File: src/rtl/bcd_pkg.sv
// Shared definitions for the digit-serial BCD adder/subtractor.
package bcd_pkg;

    typedef enum logic [0:0] {
        IDLE = 1'b0,
        RUN  = 1'b1
    } state_t;

    typedef logic [3:0] bcd_digit_t;

    localparam bcd_digit_t BCD_NINE = 4'd9;
    localparam bcd_digit_t BCD_CORR = 4'd6;

    // Nine's complement of one BCD digit; wraps modulo 16 for non-BCD input.
    function automatic bcd_digit_t nines_comp(input bcd_digit_t d);
        return bcd_digit_t'(BCD_NINE - d);
    endfunction

endpackage

File: src/rtl/bcd_serial_adder_digit_stage.sv
// Single-digit combinational BCD add with decimal correction.
// In subtract mode the B digit is nine's-complemented before the add.
module bcd_digit_stage
    import bcd_pkg::*;
(
    input  bcd_digit_t a,
    input  bcd_digit_t b,
    input  logic       cin,
    input  logic       sub,
    output bcd_digit_t digit,
    output logic       cout
);

    bcd_digit_t bd;
    logic [4:0] t;

    // Binary add of the two digits plus carry, then +6 correction above 9.
    always_comb begin
        bd = sub ? nines_comp(b) : b;
        t  = {1'b0, a} + {1'b0, bd} + {4'b0000, cin};
        if (t > 5'd9) begin
            digit = bcd_digit_t'(t[3:0] + BCD_CORR);
            cout  = 1'b1;
        end else begin
            digit = t[3:0];
            cout  = 1'b0;
        end
    end

endmodule

File: src/rtl/bcd_serial_adder.sv
// Digit-serial multi-digit BCD adder/subtractor, LSD first, one digit per
// clock through a single shared digit stage, start/done handshake.
// Optional build macro: BCD_CHECK_EN enables the non-BCD input digit check;
// without it the invalid output is tied low.
module bcd_serial_adder
    import bcd_pkg::*;
#(
    parameter int DIGITS = 4
) (
    input  logic                clk,
    input  logic                rst_n,
    input  logic                start,
    input  logic [4*DIGITS-1:0] a,
    input  logic [4*DIGITS-1:0] b,
    input  logic                sub,
    input  logic                cin,
    output logic                busy,
    output logic                done,
    output logic [4*DIGITS-1:0] sum,
    output logic                cout,
    output logic                invalid
);

    localparam int W     = 4 * DIGITS;
    localparam int IDX_W = $clog2(DIGITS + 1);
    localparam logic [IDX_W-1:0] LAST_IDX = IDX_W'(DIGITS - 1);

    state_t           state_reg;
    logic [W-1:0]     a_reg;
    logic [W-1:0]     b_reg;
    logic             sub_reg;
    logic             carry_reg;
    logic [IDX_W-1:0] idx_reg;
    logic             busy_reg;
    logic             done_reg;
    logic [W-1:0]     sum_reg;
    logic             cout_reg;

    // Bit offset of the digit currently being processed.
    logic [IDX_W+1:0] lsb;
    assign lsb = {idx_reg, 2'b00};

    bcd_digit_t a_dig;
    bcd_digit_t b_dig;
    bcd_digit_t stage_digit;
    logic       stage_cout;

    assign a_dig = a_reg[lsb +: 4];
    assign b_dig = b_reg[lsb +: 4];

    bcd_digit_stage u_stage (
        .a     (a_dig),
        .b     (b_dig),
        .cin   (carry_reg),
        .sub   (sub_reg),
        .digit (stage_digit),
        .cout  (stage_cout)
    );

    // Control FSM, operand capture and digit-by-digit result insertion.
    always_ff @(posedge clk or negedge rst_n) begin
        if (!rst_n) begin
            state_reg <= IDLE;
            a_reg     <= '0;
            b_reg     <= '0;
            sub_reg   <= 1'b0;
            carry_reg <= 1'b0;
            idx_reg   <= '0;
            busy_reg  <= 1'b0;
            done_reg  <= 1'b0;
            sum_reg   <= '0;
            cout_reg  <= 1'b0;
        end else begin
            done_reg <= 1'b0;
            case (state_reg)
                IDLE: begin
                    if (start) begin
                        a_reg     <= a;
                        b_reg     <= b;
                        sub_reg   <= sub;
                        // Subtract adds the ten's complement: nine's
                        // complement plus one, less any incoming borrow.
                        carry_reg <= cin ^ sub;
                        idx_reg   <= '0;
                        busy_reg  <= 1'b1;
                        state_reg <= RUN;
                    end
                end
                RUN: begin
                    sum_reg[lsb +: 4] <= stage_digit;
                    carry_reg         <= stage_cout;
                    idx_reg           <= idx_reg + 1'b1;
                    if (idx_reg == LAST_IDX) begin
                        cout_reg  <= stage_cout;
                        busy_reg  <= 1'b0;
                        done_reg  <= 1'b1;
                        state_reg <= IDLE;
                    end
                end
                default: state_reg <= IDLE;
            endcase
        end
    end

    assign busy = busy_reg;
    assign done = done_reg;
    assign sum  = sum_reg;
    assign cout = cout_reg;

`ifdef BCD_CHECK_EN
    logic [2*DIGITS-1:0] nib_bad;
    logic                invalid_reg;

    generate
        for (genvar gi = 0; gi < DIGITS; gi++) begin : g_check
            assign nib_bad[gi]          = (a[4*gi +: 4] > BCD_NINE);
            assign nib_bad[DIGITS + gi] = (b[4*gi +: 4] > BCD_NINE);
        end
    endgenerate

    // Flag any non-BCD operand nibble at acceptance; held until next start.
    always_ff @(posedge clk or negedge rst_n) begin
        if (!rst_n) begin
            invalid_reg <= 1'b0;
        end else if (state_reg == IDLE && start) begin
            invalid_reg <= |nib_bad;
        end
    end

    assign invalid = invalid_reg;
`else
    assign invalid = 1'b0;
`endif

endmodule
File: config.mk
export PLATFORM = sky130hd
export DESIGN_NAME = bcd_serial_adder
export DESIGN_NICKNAME = d
export VERILOG_FILES = /design/src/rtl/bcd_pkg.sv /design/src/rtl/bcd_serial_adder_digit_stage.sv /design/src/rtl/bcd_serial_adder.sv
export SDC_FILE = /design/constraint.sdc
export NUM_CORES = 1
export LEC_CHECK = 0
export CAP_MARGIN = 10
export CELL_PAD_IN_SITES_DETAIL_PLACEMENT = 0
export CELL_PAD_IN_SITES_GLOBAL_PLACEMENT = 2
export CORE_MARGIN = 2
export CORE_UTILIZATION = 31
export CTS_BUF_LIST = sky130_fd_sc_hd__clkbuf_4 sky130_fd_sc_hd__clkbuf_8 sky130_fd_sc_hd__clkbuf_16
export CTS_CLUSTER_DIAMETER = 60
export DETAILED_ROUTE_END_ITERATION = 7
export PLACE_DENSITY_LB_ADDON = 0.08
export SYNTH_ARGS = -nofsm -noshare
export SYNTH_HDL_FRONTEND = slang
export SYNTH_SLANG_ARGS = --single-unit
File: constraint.sdc
create_clock -name clk -period 4.2 [get_ports clk]
set_clock_uncertainty 0.2 [all_clocks]
set_input_delay 0.63 -clock clk [delete_from_list [all_inputs] [get_ports clk]]
set_output_delay 0.63 -clock clk [all_outputs]
set_load 0.01 [all_outputs]
Word-level counts from Yosys, hierarchy flattened
Cells that the tools add are included.
{ "word_totals": {"register_bits": 57, "latch_bits": 0, "ram_bits": 0, "rom_bits": 0, "in_bits": 37, "out_inout_bits": 20, "word_cells": 45, "n_memories": 0} }
{ "classes": {"add_sub_neg": 6, "multipliers": 0, "n_div": 0, "magnitude_cmp": 1, "eq_ne": 3, "shifts": 4, "n_mux": 16, "bitwise_logic": 2, "reduce_logical": 3} }
{ "ops": {"columns": ["operator", "n"], "rows": [
  ["$shiftx A16 B6 Y4", 2],
  ["$bwmux W16", 1],
  ["$shift A4 B7 Y16 const A", 1],
  ["$shiftx A4 B7 Y16", 1],
  ["$mux W1", 8],
  ["$mux W4", 2],
  ["$neg A5 Y7", 1],
  ["$pmux W1 S2", 3],
  ["$pmux W3 S2", 1],
  ["$reduce_and A2 Y1", 3],
  ["$add A4 B4 Y5", 1],
  ["$add A5 B1 Y5", 1],
  ["$gt A5 B4 Y1 const B", 1],
  ["$add A4 B3 Y4 const B", 1],
  ["$sub A4 B4 Y4 const A", 1],
  ["$add A3 B1 Y3 const B", 1],
  ["$eq A3 B2 Y1 const B", 1],
  ["$mux W3", 1],
  ["$ne A2 B1 Y1 const B", 1],
  ["$ne A2 B2 Y1 const B", 1],
  ["$not A1 Y1", 1],
  ["$xor A1 B1 Y1", 1]
]} }

Depth between registers and ports, before layout
{ "logic_depth": {"word_depth": 9, "depth_mapped": 15, "ltp_nobuf": 14} }

Cells and area by module
From an unflattened synthesis, not the netlist that was laid out.
{ "hier_totals": {"hier_cells": 217, "area_unflattened_um2": 2826.5} }
{ "by_module_without_submodules": {"columns": ["mod", "n_inst", "cells_each", "area_per_inst_um2", "seq_area_each_um2"], "rows": [
  ["bcd_serial_adder", 1, 182, 2548.7, 1426.4],
  ["bcd_digit_stage", 1, 35, 277.8, 0.0]
]} }

Least setup slack after synthesis
Ideal clock, no wire load.
{ "synth_path": {"path_kind": "register -> register", "start": "register idx_reg[0]", "end": "register sum_reg[2] (netlist: sum[2])", "setup_time_ps": 128, "t_arrival_ps": 3671, "required_ps": 3872, "slack_ps": 201, "path_stages_with_launch": 14, "n_path_buf": 2, "period_less_slack_ps": 3999, "cell_sequence": "dfrtp_1 -> clkbuf_1 -> buf_2 -> mux4_2 -> nand2_1 -> fa_1 -> inv_1 -> fa_1 -> inv_1 -> ha_1 -> a22o_1 -> o31a_4 -> mux2i_2 -> mux2_1"} }
{ "synth_via": {"elab_chain_cells": 9, "elab_cells_between_ends": 13, "cone_classes": "5 x add/sub; 1 x order compare; 4 x shift; 3 x mux"} }
{ "synth_lines": {"columns": ["element", "line", "text"], "rows": [
  ["start: declaration", "bcd_serial_adder.sv:33", "logic [IDX_W-1:0] idx_reg;"],
  ["start signal: assignment", "bcd_serial_adder.sv:92", "idx_reg <= idx_reg + 1'b1;"],
  ["$shiftx A16 B6 Y4", "bcd_serial_adder.sv:49", "assign b_dig = b_reg[lsb +: 4];"],
  ["$sub A4 B4 Y4", "bcd_pkg.sv:16", "return bcd_digit_t'(BCD_NINE - d);"],
  ["$mux W4", "bcd_serial_adder_digit_stage.sv:19", "bd = sub ? nines_comp(b) : b;"],
  ["$add A4 B4 Y5", "bcd_serial_adder_digit_stage.sv:20", "t = {1'b0, a} + {1'b0, bd} + {4'b0000, cin};"],
  ["$add A5 B1 Y5", "bcd_serial_adder_digit_stage.sv:20", null],
  ["$add A4 B3 Y4 or $gt A5 B4 Y1 (tied branches)", "bcd_serial_adder_digit_stage.sv:22, bcd_serial_adder_digit_stage.sv:21", null],
  ["$mux W4", "bcd_serial_adder_digit_stage.sv:21", "if (t > 5'd9) begin"],
  ["$shiftx A4 B7 Y16", "bcd_serial_adder.sv:90", "sum_reg[lsb +: 4] <= stage_digit;"],
  ["$bwmux W16 (*)", "bcd_serial_adder.sv:90", null],
  ["end signal: indexed assignment", "bcd_serial_adder.sv:90", null],
  ["end: declaration", "bcd_serial_adder.sv:36", "logic [W-1:0] sum_reg;"]
]} }
Mark *: on every way between the ends. The rest lies on a longest branch, timed or not.
A chain may end at the register's enable or synchronous reset.

Worst setup path after layout
Same ends and word-level chain as after synthesis.

==> summary.md <==
| Metric | Value |
|---|---|
| Met2 Routed Length | `2910 µm` |
| Port-buffer cells | `55` |
| Clock Root Buffer | `sky130_fd_sc_hd__clkbuf_8` |
| Via count of the first global-routing pass | `1952` |
| Die Height | `98.4 µm` |
| Clock buffer depth | `2` |
| Longest individual stage delay on the worst path | `0.58 ns` |
| Post-cts sizing count | `0` |
| Overall die area | `9690 µm²` |
| Setup Crit Path Kind | `reg2reg` |
| Count of different cell masters after synthesis | `39` |
| Summed instance area of the synthesized netlist | `2760 µm²` |
| Yosys warning count | `0` |
| Slowest CP cell | `sky130_fd_sc_hd__fa_1` |
| Global-route wire length before repair | `9930 µm` |
| Start point of the critical path | `idx_reg[0]` |
| R2R Path Start | `idx_reg[0]` |
| Worst-Margin Slew | `0.955 ns` |
| Crit-path cells | `buf_4 -> mux4_2 -> nand2_1 -> fa_1 -> inv_1 -> fa_1 -> inv_1 -> ha_1 -> a22o_1 -> o31a_4 -> mux2i_2 -> mux2_1` |
| Die width | `between 90 and 100 µm` |
| Initial antenna violation count | `0` |
| Data arrival, critical path | `~3.9 ns` |
| Hold-fix buffers, CTS | `0` |
| Final TNS setup | `0 ns` |
| Final setup viols | `0` |
| Peak Freq | `259 MHz` |
| Type of the worst min-delay path | `in2async` |
| Core box area | `about 8700 µm²` |
| Multiplexer area fraction after synthesis | `0.220` |
| Top library cells by usage in the layout, fill and taps aside | `57 x sky130_fd_sc_hd__dfrtp_1, 54 x sky130_fd_sc_hd__clkdlybuf4s50_1, 36 x sky130_fd_sc_hd__mux2_2, 14 x sky130_fd_sc_hd__nand2_1, 12 x sky130_fd_sc_hd__ha_1` |
| Final #Nets | `324` |
| Aggregate global-route resource usage | `0.133` |
| Drt pass-1 iters | `4` |
| Initial Utilization | `0.318` |
| Pin count of the biggest net entering global routing | `35` |
| Vias per cell | `4.72` |
| Share of synthesized area occupied by flip-flops and latches | `0.516` |
| RSZ-0062 raised after global routing | `false` |
| Data required, critical path | `4.22 ns` |
| Relative slew slack | `0.354` |
| Pins over their slew limit | `0` |
| Cell count of the worst reg-to-reg path | `12` |
| H-tree levels | `3` |
| Final weighted congestion in routability-driven placement | `about 0.74` |
| Synth Area per Inst | `13.1 µm²` |
| Rows | `34` |
| Kind of capture point of the worst setup path | `flop` |
| Arithmetic-cell share of the synthesized area counting full adders, half adders and majority gates | `0.0688` |
| Highest signal layer in the routed design | `met4` |
| WL per Instance | `15.2 µm` |
| Iteration-0 DRC Markers | `44` |
| Setup slack of the worst register-to-register path | `0.35 ns` |
| Fraction of synthesized cell area in xor and xnor cells | `0.0186` |
| Clock tree from TritonCTS | `built` |
| CTS buffer count | `9` |
| HPWL reported at the end of detailed placement | `4290 µm` |
| Synth-to-Final Area Change | `31.2%` |
| Residual overflow from global routing | `0` |
| Cell count after synthesis | `between 200 and 250` |
| Worst flop-to-flop path endpoint | `sum[2]` |
| Max-capacitance violation count | `0` |
| Met3 wire len | `219 µm` |
| Antenna Diode Count | `0` |
| Compound-cell area share of the yosys netlist | `0.0783` |
| #FFs+latches synth | `57` |
| Ratio of cells with drive above 1 in the final layout | `0.252` |
| Fin crit period | `3.85 ns` |
| Number of top-level pins | `57` |
| Critical Path End | `sum[2]` |
| Detailed Route WL | `a little under 6000 µm` |
| Largest fanout on the critical path | `12` |
| Result of the run | `complete, no violations` |
| Post-detailed-route DRC marker count | `0` |
| Number of routed nets with antenna violations | `0` |
| Clock insertion delay at the later pin of the skew report | `between 0.3 and 0.4 ns` |
| Total routed wire length on the met1 layer | `between 2000 and 3000 µm` |
| Count of vias placed by the detailed router | `1821` |
| Clock sink count | `between 50 and 60` |
| Final Cycle Share | `0.918` |
| Simple-gate portion of the synthesized area | `0.0693` |
| Clock transition at the registers of the reported paths | `roughly 0.070 ns` |
| Most common cell after layout, fill and taps aside | `sky130_fd_sc_hd__dfrtp_1` |
| Post-CTS Setup Repair Bufs | `0` |
| Combinational family with the most area after synthesis | `multiplexers` |
| Number of nets in the synthesized netlist | `about 260` |
| Launching element type of the critical path | `flop` |
| Hold Vio Cnt, Final | `0` |
## cells by family after synthesis
family,after synthesis
xor+xnor,5
other cells,1
fa+ha+maj,14
mux,47
compound gates,29
simple gates,40
flops,57
buf+inv,18
## worst max-delay path, delay by kind of cell, from the launching register on
| family | cells | cell delay, ns |
|---|---|---|
| buffers and inverters | 3 | 0.38 |
| and+or+nand+nor | 1 | 0.10 |
| muxes | 3 | 0.99 |
| adders and majority gates | 3 | 0.98 |
| DFF | 1 | 0.46 |
| AOI/OAI and AO/OA | 2 | 0.62 |
## synthesized netlist by cell type
library cell | number | share of area
sky130_fd_sc_hd__nor2b_1 | 2 | 0.0045
sky130_fd_sc_hd__and2_1 | 4 | 0.0091
sky130_fd_sc_hd__nand2_1 | 14 | 0.019
sky130_fd_sc_hd__a22o_1 | 10 | 0.032
sky130_fd_sc_hd__inv_1 | 7 | 0.0095
sky130_fd_sc_hd__o22ai_1 | 1 | 0.0023
sky130_fd_sc_hd__nand3_1 | 3 | 0.0054
sky130_fd_sc_hd__mux2_1 | 1 | 0.0041
sky130_fd_sc_hd__buf_4 | 1 | 0.0027
sky130_fd_sc_hd__buf_2 | 4 | 0.0072
sky130_fd_sc_hd__a21o_1 | 1 | 0.0027
sky130_fd_sc_hd__dfrtp_1 | 57 | 0.52
sky130_fd_sc_hd__a21oi_1 | 5 | 0.0091
sky130_fd_sc_hd__clkbuf_1 | 4 | 0.0054
sky130_fd_sc_hd__mux2i_2 | 1 | 0.0050
sky130_fd_sc_hd__ha_1 | 12 | 0.054
sky130_fd_sc_hd__conb_1 | 1 | 0.0014
sky130_fd_sc_hd__o21ai_0 | 2 | 0.0036
sky130_fd_sc_hd__mux2i_1 | 2 | 0.0072
sky130_fd_sc_hd__nor4b_1 | 1 | 0.0032
sky130_fd_sc_hd__a211oi_1 | 1 | 0.0027
sky130_fd_sc_hd__mux2_2 | 36 | 0.15
sky130_fd_sc_hd__nand3b_1 | 1 | 0.0027
sky130_fd_sc_hd__a21boi_1 | 2 | 0.0054
sky130_fd_sc_hd__xor2_1 | 2 | 0.0063
sky130_fd_sc_hd__nor3_1 | 1 | 0.0018
sky130_fd_sc_hd__nand2b_1 | 2 | 0.0045
sky130_fd_sc_hd__o31a_4 | 1 | 0.0063
sky130_fd_sc_hd__o21ai_1 | 2 | 0.0036
sky130_fd_sc_hd__nand4_1 | 1 | 0.0023
sky130_fd_sc_hd__xnor2_1 | 2 | 0.0063
sky130_fd_sc_hd__xnor2_2 | 1 | 0.0059
sky130_fd_sc_hd__and3b_1 | 1 | 0.0032
sky130_fd_sc_hd__fa_1 | 2 | 0.014
sky130_fd_sc_hd__nor2_1 | 10 | 0.014
sky130_fd_sc_hd__mux4_2 | 7 | 0.057
sky130_fd_sc_hd__buf_1 | 1 | 0.0014
sky130_fd_sc_hd__clkinv_1 | 1 | 0.0014
sky130_fd_sc_hd__o31ai_1 | 4 | 0.011
## per-layer routing
layer	track usage	up-vias
li1	-	876
met1	0.160	890
met2	0.223	43
met3	0.0369	12
met4	0.0601	0
met5	0	-
## final cells by class
| type | instances | area (µm²) |
|---|---|---|
| fillers | 864 | 5050 |
| flip-flops and latches | 57 | 1430 |
| multi-input cells | 136 | 1260 |
| repair buffers | 61 | 591 |
| clock buffers | 10 | 138 |
| well taps | 108 | 135 |
| clock inverters | 6 | 43.8 |
| inverters | 8 | 30.0 |
## worst min path at each step
stage	from	to	slack (ns)
3_5_place_dp	sum[4]	sum[4]	0.27
6_report	rst_n	sum[8]	0.09
5_1_grt	rst_n	sum[15]	0.14
2_1_floorplan	rst_n	a_reg[0]	0.13
4_1_cts	rst_n	sum[8]	0.10
3_3_place_gp	sum[12]	sum[12]	0.26
## through the flow
stage                     worst slack, ns  hold slack (ns)  std cells  utilization  cell area, µm²
final                               0.346           0.0934        386        0.418            3630
after global routing                0.110            0.139        386        0.418            3630
after global placement              0.350            0.264        370        0.397            3450
after CTS                           0.280            0.104        386        0.418            3630
after detailed placement            0.306            0.270        370        0.397            3450
after floorplan                     0.201            0.134        211            -            2760
Power is not shown: default switching activity piles up to over one toggle a cycle in this logic, so the estimate is an artifact.
